--- src/rtl/hf_spi_cfg_rx.sv ---
// SPI command receiver: oversamples spck/mosi/ncs in pck0 and decodes 16-bit config frames.
// Optional readback of {conf_word, divisor} on miso: define HF_SPI_CFG_READBACK_EN.
module hf_spi_cfg_rx #(
    parameter logic [7:0] CONF_RESET = 8'hE0,
    parameter logic [7:0] DIV_RESET  = 8'd95,
    parameter int         FRAME_BITS = 16
) (
    input  logic       pck0,
    input  logic       nreset,
    input  logic       spck,
    input  logic       mosi,
    input  logic       ncs,
    output logic       miso,
    output logic [7:0] conf_word,
    output logic [7:0] divisor,
    output logic       cfg_stb,
    output logic       div_stb,
    output logic       frame_err,
    output logic [7:0] err_cnt
);

    typedef enum logic [1:0] {IDLE, SHIFT, CHECK} state_t;

    state_t      state, next_state;
    logic [2:0]  spck_s;
    logic [1:0]  mosi_s;
    logic [2:0]  ncs_s;
    logic        primed, armed;
    logic [15:0] sr;
    logic [4:0]  bit_cnt;

    logic spck_rise, ncs_rise, ncs_fall;
    logic start, do_shift, cfg_hit, div_hit, err_hit;

    always_ff @(posedge pck0 or negedge nreset) begin
        if (!nreset) begin
            spck_s <= 3'b000;
            mosi_s <= 2'b00;
            ncs_s  <= 3'b111;
        end else begin
            spck_s <= {spck_s[1:0], spck};
            mosi_s <= {mosi_s[0], mosi};
            ncs_s  <= {ncs_s[1:0], ncs};
        end
    end

    assign spck_rise = spck_s[1] & ~spck_s[2];
    assign ncs_rise  = ncs_s[1] & ~ncs_s[2];
    assign ncs_fall  = ~ncs_s[1] & ncs_s[2];

    // The ncs preset of 1 would fake a falling edge if reset drops while ncs is low;
    // arm only once a genuinely sampled high level has been seen.
    always_ff @(posedge pck0 or negedge nreset) begin
        if (!nreset) begin
            primed <= 1'b0;
            armed  <= 1'b0;
        end else begin
            primed <= 1'b1;
            armed  <= armed | (primed & ncs_s[0]);
        end
    end

    always_ff @(posedge pck0 or negedge nreset) begin
        if (!nreset) state <= IDLE;
        else         state <= next_state;
    end

    always_comb begin
        next_state = state;
        start      = 1'b0;
        do_shift   = 1'b0;
        cfg_hit    = 1'b0;
        div_hit    = 1'b0;
        err_hit    = 1'b0;
        case (state)
            IDLE: begin
                if (ncs_fall && armed) begin
                    start      = 1'b1;
                    next_state = SHIFT;
                end
            end
            SHIFT: begin
                if (ncs_rise) next_state = CHECK;
                else if (spck_rise && !ncs_s[1]) do_shift = 1'b1;
            end
            CHECK: begin
                next_state = IDLE;
                if (bit_cnt == 5'(FRAME_BITS) && sr[15:12] == 4'b0001)      cfg_hit = 1'b1;
                else if (bit_cnt == 5'(FRAME_BITS) && sr[15:12] == 4'b0010) div_hit = 1'b1;
                else                                                        err_hit = 1'b1;
            end
            default: next_state = IDLE;
        endcase
    end

    always_ff @(posedge pck0 or negedge nreset) begin
        if (!nreset) begin
            sr      <= 16'h0000;
            bit_cnt <= 5'd0;
        end else if (start) begin
            sr      <= 16'h0000;
            bit_cnt <= 5'd0;
        end else if (do_shift) begin
            sr      <= {sr[14:0], mosi_s[1]};
            bit_cnt <= (bit_cnt == 5'd31) ? bit_cnt : bit_cnt + 5'd1;
        end
    end

    always_ff @(posedge pck0 or negedge nreset) begin
        if (!nreset) begin
            conf_word <= CONF_RESET;
            divisor   <= DIV_RESET;
            cfg_stb   <= 1'b0;
            div_stb   <= 1'b0;
            frame_err <= 1'b0;
            err_cnt   <= 8'd0;
        end else begin
            cfg_stb   <= cfg_hit;
            div_stb   <= div_hit;
            frame_err <= err_hit;
            if (cfg_hit) conf_word <= sr[7:0];
            if (div_hit) divisor   <= sr[7:0];
            if (err_hit && err_cnt != 8'hFF) err_cnt <= err_cnt + 8'd1;
        end
    end

`ifdef HF_SPI_CFG_READBACK_EN
    logic [15:0] tx_reg;
    logic        spck_fall;

    assign spck_fall = ~spck_s[1] & spck_s[2];

    always_ff @(posedge pck0 or negedge nreset) begin
        if (!nreset)                                          tx_reg <= 16'h0000;
        else if (start)                                       tx_reg <= {conf_word, divisor};
        else if (state == SHIFT && spck_fall && !ncs_s[1])   tx_reg <= {tx_reg[14:0], 1'b0};
    end

    assign miso = (state == SHIFT) & tx_reg[15];
`else
    assign miso = 1'b0;
`endif

endmodule

--- config.mk ---
export PLATFORM = sky130hd
export DESIGN_NAME = hf_spi_cfg_rx
export DESIGN_NICKNAME = d
export VERILOG_FILES = /design/src/rtl/hf_spi_cfg_rx.sv
export SDC_FILE = /design/constraint.sdc
export NUM_CORES = 1
export LEC_CHECK = 0
export CAP_MARGIN = 20
export CORE_MARGIN = 2
export CORE_UTILIZATION = 35
export DETAILED_ROUTE_END_ITERATION = 10
export GPL_TIMING_DRIVEN = 0
export PLACE_DENSITY_LB_ADDON = 0.05
export SETUP_SLACK_MARGIN = 0.1
export SYNTH_ARGS = -nofsm -noshare
export SYNTH_HDL_FRONTEND = slang
export SYNTH_SLANG_ARGS = --single-unit
--- constraint.sdc ---
create_clock -name pck0 -period 3.19 [get_ports pck0]
set_input_delay 0.957 -clock pck0 [delete_from_list [all_inputs] [get_ports pck0]]
set_output_delay 0.957 -clock pck0 [all_outputs]
set_load 0.01 [all_outputs]
* Yosys cells after proc, flatten, opt, wreduce, memory -nomap -nowiden *
Cells that the tools add are included.

operators by class
  add/sub/neg operators = 2
  equal/unequal tests = 10
  mux-type cells = 21
  bitwise gates (word level) = 8
  reduce and logical (&&, ||, !) cells = 10

operators with widths
  cell                                                             count
  16-bit two-way mux                                               2
  5-bit two-way mux                                                3
  1-bit two-way mux                                                13
  5-bit == test, second input constant                             2
  8-bit by 1-bit adder with 8-bit output, second input constant    1
  8-bit != test, second input constant                             1
  2-bit != test, second input constant                             3
  5-bit by 1-bit adder with 5-bit output, second input constant    1
  1-bit logical AND                                                5
  1-bit bitwise AND                                                4
  4-bit by 1-bit == test with 1-bit output, second input constant  1
  4-bit by 2-bit == test with 1-bit output, second input constant  1
  2-bit two-way mux                                                2
  2-bit case mux with 2 select lines                               1
  2-bit AND reduction                                              2
  1-bit inverter                                                   3
  2-bit by 1-bit == test with 1-bit output, second input constant  1
  2-bit == test, second input constant                             1
  2-bit logical NOT                                                1
  2-bit nonzero test                                               1
  1-bit logical NOT                                                1
  1-bit OR                                                         1

word-level totals
  register bits = 60
  input port bits = 5
  output and inout bits = 28
  logic and storage cells = 65

* Longest topological paths before layout *
Gate-level depths: netlist of the first run.

  word-level depth = 8
  mapped depth = 7
  depth with buffers taken out = 6

* Worst setup path after synthesis of the first run *
No wires, ideal clock.

  path kind = flip-flop to flip-flop
  start = register bit_cnt[0]
  end = register err_cnt[7]
  data arrival time = 1.625 ns
  path slack = 1.437 ns
  stages on the path, launching flop included = 8
  path buffers = 1
  cell sequence = dfrtp_1 -> inv_1 -> ha_1 -> nand4bb_1 -> o41a_1 -> buf_6 -> nand4_2 -> mux2_1

on the way
  longest elaborated chain between the ends = 6
  elaborated cells on any way between the ends = 7
  classes of those cells = eq/ne (1); mux (3); reduce/logical (3)

RTL lines
  element                   RTL line  text
  start: declaration        30        logic [4:0] bit_cnt;
  start signal: assignment  105       bit_cnt <= (bit_cnt == 5'd31) ? bit_cnt : bit_cnt + 5'd1;
  5-bit == test (*)         88, 89
  1-bit logical AND         89        else if (bit_cnt == 5'(FRAME_BITS) && sr[15:12] == 4'b0010) div_hit = 1'b1;
  1-bit two-way mux         89
  1-bit two-way mux (*)     88        if (bit_cnt == 5'(FRAME_BITS) && sr[15:12] == 4'b0001) cfg_hit = 1'b1;
  1-bit two-way mux (*)     75        case (state)
  net err_hit               33        logic start, do_shift, cfg_hit, div_hit, err_hit;
  1-bit logical AND (*)     123       if (err_hit && err_cnt != 8'hFF) err_cnt <= err_cnt + 8'd1;
  end signal: assignment    123
  end: declaration          19        output logic [7:0] err_cnt

Mark *: on every way through the listed nets, which the timed path passes. The rest lies on a longest branch.
A chain may end at the register's enable or synchronous reset.

* Worst setup path after layout of the first run *
  start = register conf_word[7]
  end = output port conf_word[7]

RTL lines
  element                   RTL line  text
  start: declaration        14        output logic [7:0] conf_word,
  start signal: assignment  121       if (cfg_hit) conf_word <= sr[7:0];

No word-level cell between the ends.

==> reports/metrics.csv, run 1 <==
metric,value,unit
status,"finished, final reports clean",
Max Freq,425,MHz
HP Start,spck_s[0],
Initial Utilization,36.2,%
VDD IR-drop max,0.305,mV
CP max-delay cell,clkdlybuf4s50_1,
"FFs w/ async S/R, synth",100,%
"delay-heaviest family, CP",buffers and inverters,
final routed DRC violation total,0,
library cells used by synthesis,37,
final hold viol count,0,
Synth Area in XOR/XNOR,2.87,%
Syn Nets,184,
Pwr Density,535,nW/um^2
Seq. cell area,1520,sq um
area of the mapped netlist,2440,sq um
area delta synth->final,24.6,%
Root Buffer,clkbuf_8,
vias in the first global route,1474,
PostCTS Resize Cnt,0,
hold-fix buffers at CTS,0,
Pleak,1.40,nW
Vias/cell,4.89,
arrival time worst endpoint,1.40,ns
delay of the slowest critical-path stage,0.54,ns
Final HPWL DP,2920,um
total gr overflow,0,
Slew Limit Fails,0,
final wirelength,4410,um
Synth Area per Inst,14.0,sq um
CP Class,flip-flop to output port,
Iteration-0 DRC Markers,91,
Fin Clk Skew,0.00744,ns
final non-filler cell total,303,
"Clk Latency, worst-skew pair",0.33,ns
nets,227,
multi-input logic area,871,sq um
RSZ-0062 raised after global routing,false,
TritonRoute pass-1 iters,4,
Core Region,6760,sq um
top_reg_cell synth,dfrtp_1,
number of synthesized flops with an enable pin,0,
# IOs,33,
Ys Warns,0,
DIE AREA,7670,sq um
Power Total,1.63,mW
largest family of logic cells by synthesized area,simple AND/OR/NAND/NOR gates,
Ant. Diodes,0,
post-synthesis simple-gate area fraction,13.3,%
GP Congestion,0.743,
antenna violations before repair,0,
mux share of post-synthesis cell area,12.4,%
Worst Path Max Fanout,2,
required time worst endpoint,2.23,ns
Compound-Gate Fraction of Synth Area,4.66,%
CP bufs+invs,1,
per-cell routed wire length,14.5,um
Setup-failing EPs final,0,
origin of the worst setup path,conf_word[7],
ANT nets after route,0,
"critical path, cell by cell",clkdlybuf4s50_1,
period utilization,73.8,%
Critical Path End Type,output port,
class of the worst hold path,flip-flop to flip-flop,
CTS Buffer Depth,2,
pin count of the biggest net entering global routing,43,
"Seq/Total Area, Yosys",62.1,%
via count,1481,
register bit total from synthesis,60,
Post-CTS Setup Repair Bufs,0,
IO Port Bufs,31,
first-pass GRT wire length,7600,um
total CTS buffers,9,
Global Route Usage Sum,13.3,%
startpoint types,flip-flop,
FILL cells,611,
cell count after synthesis,175,
die height,87.6,um
post-synthesis adder-cell area fraction,2.05,%
fin crit period,2.35,ns
reg2reg start,bit_cnt[0],
Inst Count DP,287,
Max Cap Violations,0,
Chip Width,87.6,um
CTS Sinks,60,
# H-tree levels,3,
share of post-route cells with drive strength above 1,27.8,%
row count,30,
clk slew on worst S/H paths,0.07,ns
CTS tree,done,
-- power breakdown --
| part | switching (mW) | total (mW) | internal, mW |
|---|---|---|---|
| Combinational | 0.0799 | 0.170 | 0.0899 |
| Clock | 0.303 | 0.604 | 0.301 |
| Sequential | 0.0528 | 0.857 | 0.804 |
-- logic make-up (layout without fill, tap and decap cells) --
family | after synthesis | count (layout)
flops | 60 | 60
simple gates | 48 | 48
mux | 28 | 28
compound gates | 14 | 14
buf+inv | 11 | 59
xor+xnor | 8 | 8
fa+ha+maj | 4 | 4
other cells | 2 | 2
-- final timing paths --
| check | endpoint | slack [ns] | depth (start not counted) |
|---|---|---|---|
| setup / recovery | conf_word[7] | 0.84 | 1 |
| hold / removal | spck_s[1] | 0.36 | 0 |
| setup reg to reg | divisor[5] | 1.26 | 6 |
| hold reg to reg | spck_s[1] | 0.36 | 0 |
| max in group asynchronous | divisor[6] | 1.98 | 2 |
| min in group asynchronous | bit_cnt[1] | 0.57 | 1 |
-- layer usage --
| metal | global-route usage (%) | vias up | wire length (um) |
|---|---|---|---|
| met3 | 3.58 | 10 | 163 |
| met4 | 7.97 | 0 | 109 |
| met5 | 0 | - | 0 |
| met1 | 18.4 | 742 | 2160 |
| li1 | - | 698 | - |
| met2 | 18.5 | 31 | 1970 |
-- state kept, by name, indices dropped and copies added, names as in the netlist, 2 cells and up --
signal / cells
state: 2
mosi_s: 2
bit_cnt: 5
conf_word: 8
err_cnt: 8
divisor: 8
sr: 16
ncs_s: 3
spck_s: 3
-- metrics by stage --
stage / TNS, ns / utilization (%) / instance area, sq um / hold WS [ns] / setup WS (ns)
finish: 0 / 45.1 / 3050 / 0.356 / 0.835
global route: 0 / 45.1 / 3050 / 0.367 / 0.778
CTS: 0 / 45.1 / 3050 / 0.359 / 0.805
detailed placement: 0 / 42.5 / 2870 / 0.346 / 1.19
global placement: -34.16 / 42.2 / 2850 / 0.342 / -0.703
floorplan: 0 / - / 2440 / 0.331 / 1.44
-- Yosys cell counts, types with 3 or more instances --
library cell  number  area, sq um
nor2_1            15         56.3
xnor2_1            8         70.1
nand3_1            6         30.0
nor3_2             3         30.0
inv_1              7         26.3
mux2i_1            9         90.1
ha_1               4         50.1
a22o_1             7         61.3
nand2_1            6         22.5
dfstp_2           12          315
mux2_2            17          191
dfrtp_1           48         1200
-- final cells by class --
class / count / area share, %
tap: 80 / 3.29
buffer: 4 / 0.986
clock inverter: 6 / 1.27
inverter: 7 / 0.863
clock buffer: 10 / 4.52
timing repair buffer: 32 / 10.7
sequential: 60 / 49.8
multi-input combinational: 104 / 28.6
-- cell usage in the layout (no fill, tap or decap), types with 2 or more instances in the layout --
| cell | synthesis | final |
|---|---|---|
| clkinv_2 | 0 | 3 |
| mux2_1 | 2 | 2 |
| nand4_2 | 2 | 2 |
| conb_1 | 2 | 2 |
| a21oi_1 | 2 | 2 |
| o31ai_1 | 2 | 2 |
| clkbuf_8 | 0 | 10 |
| buf_4 | 2 | 2 |
| nand3_1 | 6 | 6 |
| mux2i_1 | 9 | 9 |
| nand2_1 | 6 | 6 |
| ha_1 | 4 | 4 |
| nor3_2 | 3 | 3 |
| inv_1 | 7 | 7 |
| xnor2_1 | 8 | 8 |
| a22o_1 | 7 | 7 |
| and3_1 | 2 | 2 |
| clkdlybuf4s50_1 | 0 | 30 |
| dfrtp_1 | 48 | 48 |
| dfstp_2 | 12 | 12 |
| mux2_2 | 17 | 17 |
| nand4b_2 | 2 | 2 |
| nor2_1 | 15 | 15 |
| clkinvlp_4 | 0 | 2 |
Power figures use the tool's default switching activity.
==> run 2: changes to the inputs <==
Clock period 3.19 ns to 2.2 ns, I/O delays scaled along.
==> run 2 against run 1 <==
Core utilization rose by 0.11 points; power grew 45%; cell count unchanged; register-to-register slack lost 0.99 ns.
==> reports/metrics.csv, run 2 (synthesized netlist as in run 1, its figures left out) <==
metric,value,unit,change
nets,227,,unchanged
CTS Buffer Depth,2,,unchanged
# H-tree levels,3,,unchanged
arrival time worst endpoint,1.39,ns,about the same
Final HPWL DP,2920,um,unchanged
per-cell routed wire length,14.5,um,-0.32%
Clk pwr share,37.0,%,about the same
"commonest non-fill, non-tap cell in the layout",dfrtp_1,,
Root Buffer,clkbuf_8,,
number of flip-flops in the largest register,16,,unchanged
Critical Path End Type,output port,,
startpoint types,flip-flop,,
R2R cell count,6,,unchanged
Seq pwr share,52.6,%,about the same
fin crit period,2.05,ns,
"critical path, cell by cell",clkdlybuf4s50_1,,
Setup-failing EPs final,0,,unchanged
VDD IR-drop max,0.442,mV,+45%
hold-fix buffers at CTS,0,,unchanged
Psw,0.631,mW,+45%
Fin Clk Skew,0.00744,ns,-0.000000280 ns
Power Total,2.36,mW,+45%
Util after Layout,45.2,%,+0.11 points
Chip Width,87.6,um,unchanged
Iteration-0 DRC Markers,105,,+15%
clk slew on worst S/H paths,0.07,ns,about the same
Slew Limit Fails,0,,unchanged
CP Depth,1,,unchanged
Max Freq,487,MHz,
DIE AREA,7670,sq um,unchanged
CP max-delay cell,dfstp_2,,
Setup WS pre-CTS,0.240,ns,-0.952 ns
final hold viol count,0,,unchanged
Vias/cell,4.91,,+0.54%
delay of the slowest critical-path stage,0.53,ns,about the same
Seq. cell area,1520,sq um,unchanged
vias in the first global route,1474,,unchanged
Internal Pwr Total,1.73,mW,+45%
period utilization,93.3,%,
class of the worst hold path,primary input to async pin,,
die height,87.6,um,unchanged
required time worst endpoint,1.54,ns,-0.69 ns
antenna violations before repair,0,,unchanged
crit path to,divisor[3],,
Global Route Usage Sum,13.3,%,unchanged
# IOs,33,,unchanged
WHS,0.272,ns,-0.0834 ns
Post-CTS Setup Repair Bufs,0,,unchanged
ANT nets after route,0,,unchanged
pin count of the biggest net entering global routing,43,,unchanged
combinational fraction of design power,10.4,%,about the same
CP Class,flip-flop to output port,,
row count,30,,unchanged
Initial Utilization,36.2,%,unchanged
IO Port Bufs,31,,unchanged
Pleak,1.46,nW,+4.0%
"Clk Latency, worst-skew pair",0.33,ns,about the same
total CTS buffers,9,,unchanged
Max Cap Violations,0,,unchanged
reg2reg start,bit_cnt[0],,
"delay-heaviest family, CP",flip-flops,,
first-pass GRT wire length,7600,um,unchanged
post-route setup slack,0.147,ns,-0.688 ns
CTS tree,done,,
total gr overflow,0,,unchanged
final wirelength,4390,um,-0.32%
CTS Sinks,60,,unchanged
flop-to-flop setup slack,0.27,ns,-0.99 ns
"commonest cells after routing, fill and taps aside","48 x dfrtp_1, 27 x clkdlybuf4s50_1, 17 x mux2_2",,
origin of the worst setup path,divisor[3],,
TritonRoute pass-1 iters,4,,unchanged
Worst Path Max Fanout,2,,unchanged
FILL cells,608,,-0.49%
register with the highest flop count,sr,,
switching share of total power,26.7,%,-0.034 points
PostCTS Resize Cnt,0,,unchanged
reg-to-reg endpoint,divisor[5],,
via count,1489,,+0.54%
CP bufs+invs,1,,unchanged
Pwr Density,774,nW/um^2,+45%
Ant. Diodes,0,,unchanged
multi-input logic area,871,sq um,unchanged
RSZ-0062 raised after global routing,true,,
share of post-route cells with drive strength above 1,27.8,%,unchanged
GP Congestion,0.743,,unchanged
final routed DRC violation total,0,,unchanged
area delta synth->final,24.9,%,
Core Region,6760,sq um,unchanged
status,"finished, final reports clean",,
==> run 2: worst min path at each step <==
| stage | endpoint | from | cells past startpoint | slack [ns] |
|---|---|---|---|---|
| 2_1_floorplan | mosi_s[1] | mosi_s[0] | 0 | 0.33 |
| 3_3_place_gp | mosi_s[1] | mosi_s[0] | 0 | 0.34 |
| 3_5_place_dp | mosi_s[1] | mosi_s[0] | 0 | 0.35 |
| 4_1_cts | div_stb | nreset | 1 | 0.27 |
| 5_1_grt | div_stb | nreset | 1 | 0.28 |
| 6_report | bit_cnt[1] | nreset | 1 | 0.27 |
==> run 2: metrics by stage <==
stage          cells  setup TNS [ns]  area [sq um]
6_report         303               0          3050
3_3_place_gp     286          -75.74          2850
3_5_place_dp     287               0          2870
4_1_cts          303               0          3050
5_1_grt          303               0          3050
2_1_floorplan    175               0          2440
==> run 2: power groups by stage <==
stage	sequential, mW	combinational [mW]	clock (mW)
6_report	1.24	0.246	0.874
5_1_grt	1.25	0.273	0.970
4_1_cts	1.24	0.253	0.915
3_5_place_dp	1.26	0.251	0
3_3_place_gp	1.26	0.241	0
2_1_floorplan	1.26	0.119	0
==> run 2: layout make-up <==
type / instances / area share, %
multi-input combinational: 104 / 28.5
sequential: 60 / 49.7
clock buffer: 10 / 4.51
clock inverter: 6 / 1.27
timing repair buffer: 32 / 10.9
inverter: 7 / 0.861
buffer: 4 / 0.984
tap: 80 / 3.28
==> run 2: layer usage <==
layer / vias to the layer above / GRT usage (%) / part of all wire (%)
li1: 697 / - / -
met2: 31 / 18.5 / 45
met5: - / 0 / 0
met3: 10 / 3.58 / 3.8
met4: 0 / 7.97 / 2.4
met1: 751 / 18.4 / 49
==> run 2: worst reg2reg max path, stage by stage, from the launching register on <==
cell and delay, ns:
dfrtp_1 0.42, inv_1 0.07, ha_1 0.14, nand4bb_1 0.17
nor3_2 0.24, nand4b_2 0.37, mux2_2 0.39
